## src/rtl/inv_sub_bytes_seq_if.sv

```systemverilog
// Handshake bundle for inv_sub_bytes_seq: input state offer and output result.
// The master side is the upstream/downstream pair; the slave side is the sequencer.
interface inv_sub_bytes_seq_if;
  logic         in_valid;
  logic         in_ready;
  logic [127:0] in_state;
  logic         out_valid;
  logic         out_ready;
  logic [127:0] out_state;

  modport master (
    output in_valid,
    output in_state,
    output out_ready,
    input  in_ready,
    input  out_valid,
    input  out_state
  );

  modport slave (
    input  in_valid,
    input  in_state,
    input  out_ready,
    output in_ready,
    output out_valid,
    output out_state
  );
endinterface

```

## src/rtl/inv_sub_bytes_seq.sv

```systemverilog
// AES inverse SubBytes sequencer. A 128-bit state is pushed through LANES shared
// inverse S-box lanes (ROMs live outside this block) over 16/LANES cycles.
// Byte j of a state is bits [127-8j -: 8]; byte 0 is the MSB byte.
module inv_sub_bytes_seq #(
  parameter int unsigned LANES = 4
) (
  input  logic                 clk_i,
  input  logic                 reset_i,
  inv_sub_bytes_seq_if.slave   bus_io,
  output logic                 busy_o,
  output logic [8*LANES-1:0]   sbox_sel_o,
  input  logic [8*LANES-1:0]   sbox_out_i
);

  localparam int unsigned N    = 16 / LANES;
  localparam int unsigned CntW = (N > 1) ? $clog2(N) : 1;

  // Only lane counts that divide the 16 bytes evenly are supported.
  if (!(LANES == 1 || LANES == 2 || LANES == 4 || LANES == 8 || LANES == 16)) begin : gen_bad_lanes
    $error("inv_sub_bytes_seq: LANES must be 1, 2, 4, 8 or 16");
  end

  typedef enum logic [1:0] {
    StIdle,
    StRun,
    StDone
  } state_e;

  state_e          state_q, state_d;
  logic [CntW-1:0] cnt_q, cnt_d;
  // Packed element 15 is the MSB byte, so state byte j lives at element 15-j.
  logic [15:0][7:0] src_buf_q, src_buf_d;
  logic [15:0][7:0] res_buf_q, res_buf_d;
  logic [3:0]       byte_idx;
  logic             run_last;

  assign run_last = (cnt_q == CntW'(N - 1));

  // Next-state, datapath update and S-box lane selection.
  always_comb begin
    state_d    = state_q;
    cnt_d      = cnt_q;
    src_buf_d  = src_buf_q;
    res_buf_d  = res_buf_q;
    sbox_sel_o = '0;
    byte_idx   = '0;

    case (state_q)
      StIdle: begin
        if (bus_io.in_valid) begin
          src_buf_d = bus_io.in_state;
          cnt_d     = '0;
          state_d   = StRun;
        end
      end

      StRun: begin
        for (int unsigned k = 0; k < LANES; k++) begin
          byte_idx                    = 4'(32'(cnt_q) * LANES + k);
          sbox_sel_o[8*k +: 8]        = src_buf_q[4'd15 - byte_idx];
          res_buf_d[4'd15 - byte_idx] = sbox_out_i[8*k +: 8];
        end
        if (run_last) begin
          cnt_d   = '0;
          state_d = StDone;
        end else begin
          cnt_d = cnt_q + CntW'(1);
        end
      end

      StDone: begin
        if (bus_io.out_ready) begin
          state_d = StIdle;
        end
      end

      default: state_d = StIdle;
    endcase
  end

  // State and buffer registers; reset drops any block in flight.
  always_ff @(posedge clk_i) begin
    if (reset_i) begin
      state_q   <= StIdle;
      cnt_q     <= '0;
      src_buf_q <= '0;
      res_buf_q <= '0;
    end else begin
      state_q   <= state_d;
      cnt_q     <= cnt_d;
      src_buf_q <= src_buf_d;
      res_buf_q <= res_buf_d;
    end
  end

  // Handshake outputs decode registered state only; no in_valid/out_ready paths.
  assign bus_io.in_ready  = (state_q == StIdle);
  assign bus_io.out_valid = (state_q == StDone);
  assign bus_io.out_state = res_buf_q;
  assign busy_o           = (state_q != StIdle);

  // A presented result must not move until it is taken.
  a_out_hold: assert property (@(posedge clk_i) disable iff (reset_i)
    bus_io.out_valid && !bus_io.out_ready |=> bus_io.out_valid && $stable(bus_io.out_state));

  // The lanes are only addressed while the block is running.
  a_sel_quiet: assert property (@(posedge clk_i)
    (state_q != StRun) |-> (sbox_sel_o == '0));

endmodule

```

## src/flat_wrapper.sv

```systemverilog
// flat-port wrapper written by rule: the top's interface ports become plain ports
module inv_sub_bytes_seq_flat 
#(
  parameter int unsigned LANES = 4
)
  (clk_i, reset_i, busy_o, sbox_sel_o, sbox_out_i, bus_io_in_valid, bus_io_in_state, bus_io_out_ready, bus_io_in_ready, bus_io_out_valid, bus_io_out_state);
  inv_sub_bytes_seq_if bus_io_i ();
  input  logic clk_i;
  input  logic reset_i;
  output logic busy_o;
  output logic [8*LANES-1:0] sbox_sel_o;
  input  logic [8*LANES-1:0] sbox_out_i;
  input wire logic [$bits(bus_io_i.in_valid)-1:0] bus_io_in_valid;
  input wire logic [$bits(bus_io_i.in_state)-1:0] bus_io_in_state;
  input wire logic [$bits(bus_io_i.out_ready)-1:0] bus_io_out_ready;
  output wire logic [$bits(bus_io_i.in_ready)-1:0] bus_io_in_ready;
  output wire logic [$bits(bus_io_i.out_valid)-1:0] bus_io_out_valid;
  output wire logic [$bits(bus_io_i.out_state)-1:0] bus_io_out_state;
  assign bus_io_i.in_valid = bus_io_in_valid;
  assign bus_io_i.in_state = bus_io_in_state;
  assign bus_io_i.out_ready = bus_io_out_ready;
  assign bus_io_in_ready = bus_io_i.in_ready;
  assign bus_io_out_valid = bus_io_i.out_valid;
  assign bus_io_out_state = bus_io_i.out_state;
  inv_sub_bytes_seq #(.LANES(LANES)) u_core (.clk_i(clk_i), .reset_i(reset_i), .bus_io(bus_io_i), .busy_o(busy_o), .sbox_sel_o(sbox_sel_o), .sbox_out_i(sbox_out_i));
endmodule
```

## config.mk

```make
export PLATFORM = sky130hd
export DESIGN_NAME = inv_sub_bytes_seq_flat
export DESIGN_NICKNAME = d
export VERILOG_FILES = /design/src/rtl/inv_sub_bytes_seq_if.sv /design/src/rtl/inv_sub_bytes_seq.sv /design/src/flat_wrapper.sv
export SDC_FILE = /design/constraint.sdc
export NUM_CORES = 1
export LEC_CHECK = 0
export BUFFER_PORTS_ARGS = -buffer_cell sky130_fd_sc_hd__buf_2
export CORE_AREA = 8 8 169 155
export CTS_CLUSTER_DIAMETER = 100
export DETAILED_ROUTE_END_ITERATION = 7
export DIE_AREA = 0 0 177 163
export GPL_TIMING_DRIVEN = 0
export PLACE_DENSITY_LB_ADDON = 0.2
export RECOVER_POWER = 25
export REMOVE_ABC_BUFFERS = 1
export SLEW_MARGIN = 20
export SYNTH_ARGS = -nofsm -noshare
export SYNTH_HDL_FRONTEND = slang
export SYNTH_SLANG_ARGS = --single-unit
```

## constraint.sdc

```tcl
create_clock -name clk_i -period 2.1 [get_ports clk_i]
set_input_delay 0.21 -clock clk_i [delete_from_list [all_inputs] [get_ports clk_i]]
set_output_delay 0.21 -clock clk_i [all_outputs]
set_load 0.01 [all_outputs]
```

* Word-level counts from Yosys, hierarchy flattened *
Index checks and enable logic that the tools add are counted.

storage, ports and cells
  logic and storage cells = 94
  bits in latches = 0
  memories = 0
  memory bits (read-only) = 0
  bits in writable memories = 0
  bits of input ports = 164
  register bits after elaboration = 260

cells by class
  mux-type cells = 28
  $add $sub $neg = 8
  shift-type cells = 0
  div/mod/pow operators = 0
  bitwise gates (word level) = 0
  reduce and logical (&&, ||, !) cells = 10
  multipliers = 0
  equality and inequality tests = 6
  magnitude comparators = 8

operators with widths
  operator               number
  $bwmux W128            4
  $bmux W8 S4            4
  $demux W8 S4           4
  $mux W8                8
  $mux W32               1
  $lt A4 B5 Y1 const B   4
  $ge A4 B1 Y1 const B   4
  $sub A4 B4 Y4 const A  4
  $mux W2                5
  $add A4 B2 Y4 const B  2
  $pmux W2 S3            1
  $add A4 B1 Y4 const B  1
  $eq A2 B2 Y1 const B   2
  $logic_and A1 B1 Y1    4
  $ne A2 B2 Y1 const B   2
  $pmux W2 S2            1
  $reduce_and A2 Y1      2
  $reduce_bool A2 Y1     2
  $reduce_and A3 Y1      1
  $add A2 B1 Y2 const B  1
  $eq A2 B1 Y1 const B   1
  $logic_not A2 Y1       1
  $ne A2 B1 Y1 const B   1

* Logic depth before layout (Yosys ltp) *
  depth after elaboration = 9
  mapped depth = 9

* Worst setup path before layout *
OpenSTA, ideal clock, no wires.

  path type = reg2reg
  start point = register u_core.cnt_q[0]
  end point = register u_core.res_buf_q (netlist bit u_core.bus_io.out_state[38])
  library setup time = 0.122 ns
  arrival time = 1.803 ns
  setup slack = 0.175 ns
  clock period less this slack = 1.925 ns
  buffers on the path = 5
  stages on the path, launching flop included = 10
  cell sequence = dfxtp_1 -> buf_2 -> buf_4 -> buf_2 -> inv_1 -> ha_1 -> and3b_1 -> buf_2 -> buf_4 -> mux2i_1

between the ends
  cells in the longest elaborated chain, start to end = 9

ends and longest elaborated chain
  item                                                                  RTL line                                          RTL
  from (decl)                                                           inv_sub_bytes_seq.sv:30                           logic [CntW-1:0] cnt_q, cnt_d;
  from (signal assigned)                                                inv_sub_bytes_seq.sv:90                           cnt_q <= cnt_d;
  $add A4 B1 Y4 or $sub A4 B4 Y4 (tied branches)                        inv_sub_bytes_seq.sv:59, inv_sub_bytes_seq.sv:61
  $sub A4 B4 Y4, or another cell as far along                           inv_sub_bytes_seq.sv:61                           res_buf_d[4'd15 - byte_idx] = sbox_out_i[8*k +: 8];
  $lt A4 B5 Y1 (not written as such), or another cell as far along      inv_sub_bytes_seq.sv:61
  $logic_and A1 B1 Y1 (not written as such) or $mux W8 (tied branches)  inv_sub_bytes_seq.sv:61
  $mux W8 (not written as such) or $demux W8 S4 (tied branches)         --
  $demux W8 S4 or $bwmux W128 (tied branches)                           --
  $bwmux W128 (2 in a row)                                              inv_sub_bytes_seq.sv:61
  $bwmux W128 *                                                         inv_sub_bytes_seq.sv:61
  to (signal assigned)                                                  inv_sub_bytes_seq.sv:92                           res_buf_q <= res_buf_d;
  to (decl)                                                             inv_sub_bytes_seq.sv:33                           logic [15:0][7:0] res_buf_q, res_buf_d;

Mark *: on every way between the ends. The rest lies on a longest branch, timed or not.
A chain may end at the register's enable or synchronous reset.

* Worst setup path after layout *
  start point = register u_core.state_q[1]
  end point = output sbox_sel_o[6]

between the ends
  cells in the longest elaborated chain, start to end = 2

ends and longest elaborated chain
  item                    RTL line                 RTL
  from (decl)             inv_sub_bytes_seq.sv:29  state_e state_q, state_d;
  from (signal assigned)  inv_sub_bytes_seq.sv:84  state_q <= StIdle;
  from (signal assigned)  inv_sub_bytes_seq.sv:89  state_q <= state_d;
  $eq A2 B1 Y1            inv_sub_bytes_seq.sv:48  case (state_q)
  $mux W32                inv_sub_bytes_seq.sv:48
  to (decl)               flat_wrapper.sv:11       output logic [8*LANES-1:0] sbox_sel_o;

No other way between the ends.

==> impl_metrics.csv <==
group,metric,value,unit
synthesis,synth_cell_types,23,
sta,relSlewSlack,0.623,
global_route,grt-busiest-layer,"met2",
global_route,grt_overflow,0,
sta,min_period,2.10,ns
routing,drtAntennaViolNets,0,
sta,setup_viol,0,
synthesis,post-synth-top-area-cell,"dfxtp_1",
sta,fin_hold_ws,0.0238,ns
critical_path,reg2regPathDepth,7,
synthesis,async_flop_share,0,
clock_tree,clock_sinks,260,
critical_path,r2r-start,"u_core.cnt_q[0]",
routing,vias_per_cell,5.02,
critical_path,path_class,"reg -> out",
worst_hold_path,hp-class,"in -> reg",
critical_path,rrSetupSlack,0.21,ns
final_layout,drive_gt1_frac,0.225,
synthesis,synth_adder_area_share,0.00413,
routing,dr.pass1.iters,5,
synthesis,synth-edff-count,0,
clock_tree,cts_buffers,28,
critical_path,critPathSlowestCell,"dfxtp_4",
sta,max_freq,477,MHz
sta,min_period_over_period,0.999,
job,max_cap_viol_count,0,
outcome,status,"complete, no violations",
synthesis,syn_area,12100,sq um
global_route,grt_pass1_vias,10262,
synthesis,synth_ff_type,"dfxtp_1",
routing,drc,0,
global_route,track_usage,0.231,
critical_path,worst_setup_path_start_kind,"flop",
synthesis,yosysTopAreaCellShare,0.429,
pwr,vdd.ir_drop.worst,569,uV
clock_tree,clock_path_buffers,3,
floorplan,start_util,0.524,
synthesis,synth_area_per_cell,10.5,sq um
routing,totalWireLength,35.5,mm
place,place.gp.congestion,0.725,
critical_path,critPathBufInv,4,
floorplan,rows,53,
critical_path,critPathMaxStageDelay,0.36,ns
sta,finalHoldViolations,0,
global_route,grtUsageMet1,0.264,
critical_path,end_kind,"primary output",
synthesis,synthCells,1151,
sta,tightestPinTransition,0.565,ns
synthesis,synth_commonest_cells,"419 x nand2b_1, 320 x mux2i_1, 260 x dfxtp_1",
global_route,antenna_found_initial,5,
routing,drtIter0Drc,577,
pwr,p_leak,0.00729,uW
final_layout,area_growth,37.6,%
floorplan,io_pins,327,
floorplan,die_h,163,um
sta,slew_violations,0,
synthesis,synth_compound_area_frac,0.0298,
clock_tree,clk_latency,0.53,ns
global_route,use_met2,0.394,
clock_tree,root_buffer,"clkbuf_16",
synthesis,synth_xor_area_frac,0,
synthesis,synth_area_leaders,"dfxtp_1 43%, mux2i_1 26%, nand2b_1 22%",
critical_path,required,1.89,ns
floorplan,die_area,28900,sq um
sta,skew,0.00522,ns
critical_path,crit_chain,"nand3b_1 -> buf_6 -> buf_12 -> clkbuf_16 -> o22ai_2 -> buf_2",
critical_path,crit_family,"buffers and inverters",
final_layout,postLayoutCoreUtil,0.721,
synthesis,yosysSeqAreaShare,0.429,
floorplan,dieWidth,177,um
synthesis,synth_top_family_by_area,"multiplexers",
final_layout,fin_nets,1780,
worst_hold_path,min_from,"sbox_out_i[28]",
sta,rsz0062_at_grt,"true",
synthesis,yosys.area_share.simple,0.227,
worst_hold_path,min_to,"u_core.bus_io.out_state[100]",
clock_tree,cts_tree,"built",
clock_tree,h-tree-depth,1,
worst_hold_path,holdPathStages,3,
critical_path,worstReg2RegEnd,"u_core.bus_io.out_state[107]",
global_route,grtUsageMet3,0.0899,
critical_path,cp_max_fo,9,
place,dp_hpwl,22.0,mm
clock_tree,clk_pin_slew,0.06,ns
synthesis,yosysWarnings,0,
synthesis,synth-seq-cells,260,
synthesis,synthMuxAreaShare,0.264,
global_route,grt_max_degree,201,
global_route,grt_first_pass_wirelength,54.2,mm
routing,vias,9707,
floorplan,design.core.area,23100,sq um
critical_path,cp.arrival,1.89,ns
pwr,power_density,703,nW/um^2
place,port_buffers,326,
synthesis,synth_most_common_cell,"nand2b_1",
routing,routedWlPerCell,18.3,um
-- cell type report --
| cell class | instances | area (sq um) |
|---|---|---|
| Fill cell | 1659 | 6460 |
| Multi-Input combinational cell | 797 | 6460 |
| Sequential cell | 260 | 5220 |
| Timing Repair Buffer | 522 | 3740 |
| Clock buffer | 41 | 790 |
| Tap cell | 302 | 378 |
| Clock inverter | 7 | 75.1 |
| Inverter | 3 | 11.3 |
| Antenna cell | 3 | 7.51 |
-- how the worst max path moves through the flow --
stage | start | endpoint | cells after the start
6_report | u_core.state_q[1] | sbox_sel_o[6] | 6
5_1_grt | u_core.state_q[1] | sbox_sel_o[22] | 6
4_1_cts | u_core.state_q[1] | sbox_sel_o[22] | 6
3_5_place_dp | u_core.state_q[0] | sbox_sel_o[22] | 6
3_3_place_gp | u_core.state_q[1] | u_core.src_buf_q[51] | 2
2_1_floorplan | u_core.state_q[1] | u_core.src_buf_q[0] | 2
-- cells in the final DEF, fill, tap and decap left out, types with 3 or more instances in the layout --
cell type / synthesis / layout
nand2b_1: 419 / 419
mux2i_1: 320 / 315
dfxtp_1: 260 / 256
buf_2: 19 / 234
dlygate4sd3_1: 0 / 144
clkbuf_1: 43 / 97
clkbuf_16: 0 / 29
o22ai_2: 20 / 20
buf_6: 15 / 17
buf_4: 16 / 16
o22ai_1: 13 / 11
buf_8: 0 / 9
buf_16: 0 / 7
nand3b_1: 5 / 5
buf_12: 0 / 5
ha_1: 4 / 4
clkbuf_8: 0 / 4
clkinv_2: 0 / 4
dfxtp_4: 0 / 4
diode_2: 0 / 3
or3b_4: 0 / 3
inv_1: 3 / 3
mux2i_2: 0 / 3
-- flip-flops by register name, summed over array words and instances, names as in the netlist --
| signal | flops |
|---|---|
| u_core.bus_io.out_state | 128 |
| u_core.src_buf_q | 128 |
| u_core.cnt_q | 2 |
| u_core.state_q | 2 |
-- cells by family (layout without fill, tap and decap cells) --
group,count (synthesis),after routing
and+or+nand+nor,434,436
muxes,320,320
DFF,260,260
buffers and inverters,96,573
AOI/OAI and AO/OA,37,37
adders and majority gates,4,4
other,0,3
-- power by group --
group | internal [uW] | leakage [uW] | switching [uW]
logic | 952 | 0.00474 | 789
clock network | 2720 | 0.000426 | 1970
registers | 5170 | 0.00212 | 139
total | 8840 | 0.00729 | 2890
-- through the flow --
stage | total power (uW) | cell area, sq um | worst slack (ns) | setup TNS [ns] | cells
floorplan | 6330 | 11600 | -6.03 | -1068.42 | 1058
global placement | 6920 | 13600 | -8.96 | -1667.31 | 1686
detailed placement | 6810 | 14000 | -0.324 | -8.57 | 1715
CTS | 11800 | 16600 | -0.0272 | -0.0821 | 1923
global route | 12200 | 16700 | -0.0692 | -0.756 | 1935
finish | 11700 | 16700 | 0.00294 | 0 | 1935
-- worst min-delay path, cell delays in order --
cell      delay [ns]
buf_2           0.09
nand2b_1        0.09
mux2i_1         0.13
-- routing by layer --
layer,wire [um],vias up
li1,-,4761
met1,14400,4560
met5,18,-
met4,894,4
met2,16900,316
met3,3280,66
-- what timing repair did --
item | in CTS | in global routing
gates cloned | 5 | 1
buffers inserted | 11 | 8
gates resized for setup | 16 | 13
hold buffers | 144 | 0
hold endpoints to repair | 160 | 0
endpoints found under the setup margin | 69 | 32
pin swaps | 6 | 5
No activity file was read; power rests on OpenSTA's default activity.
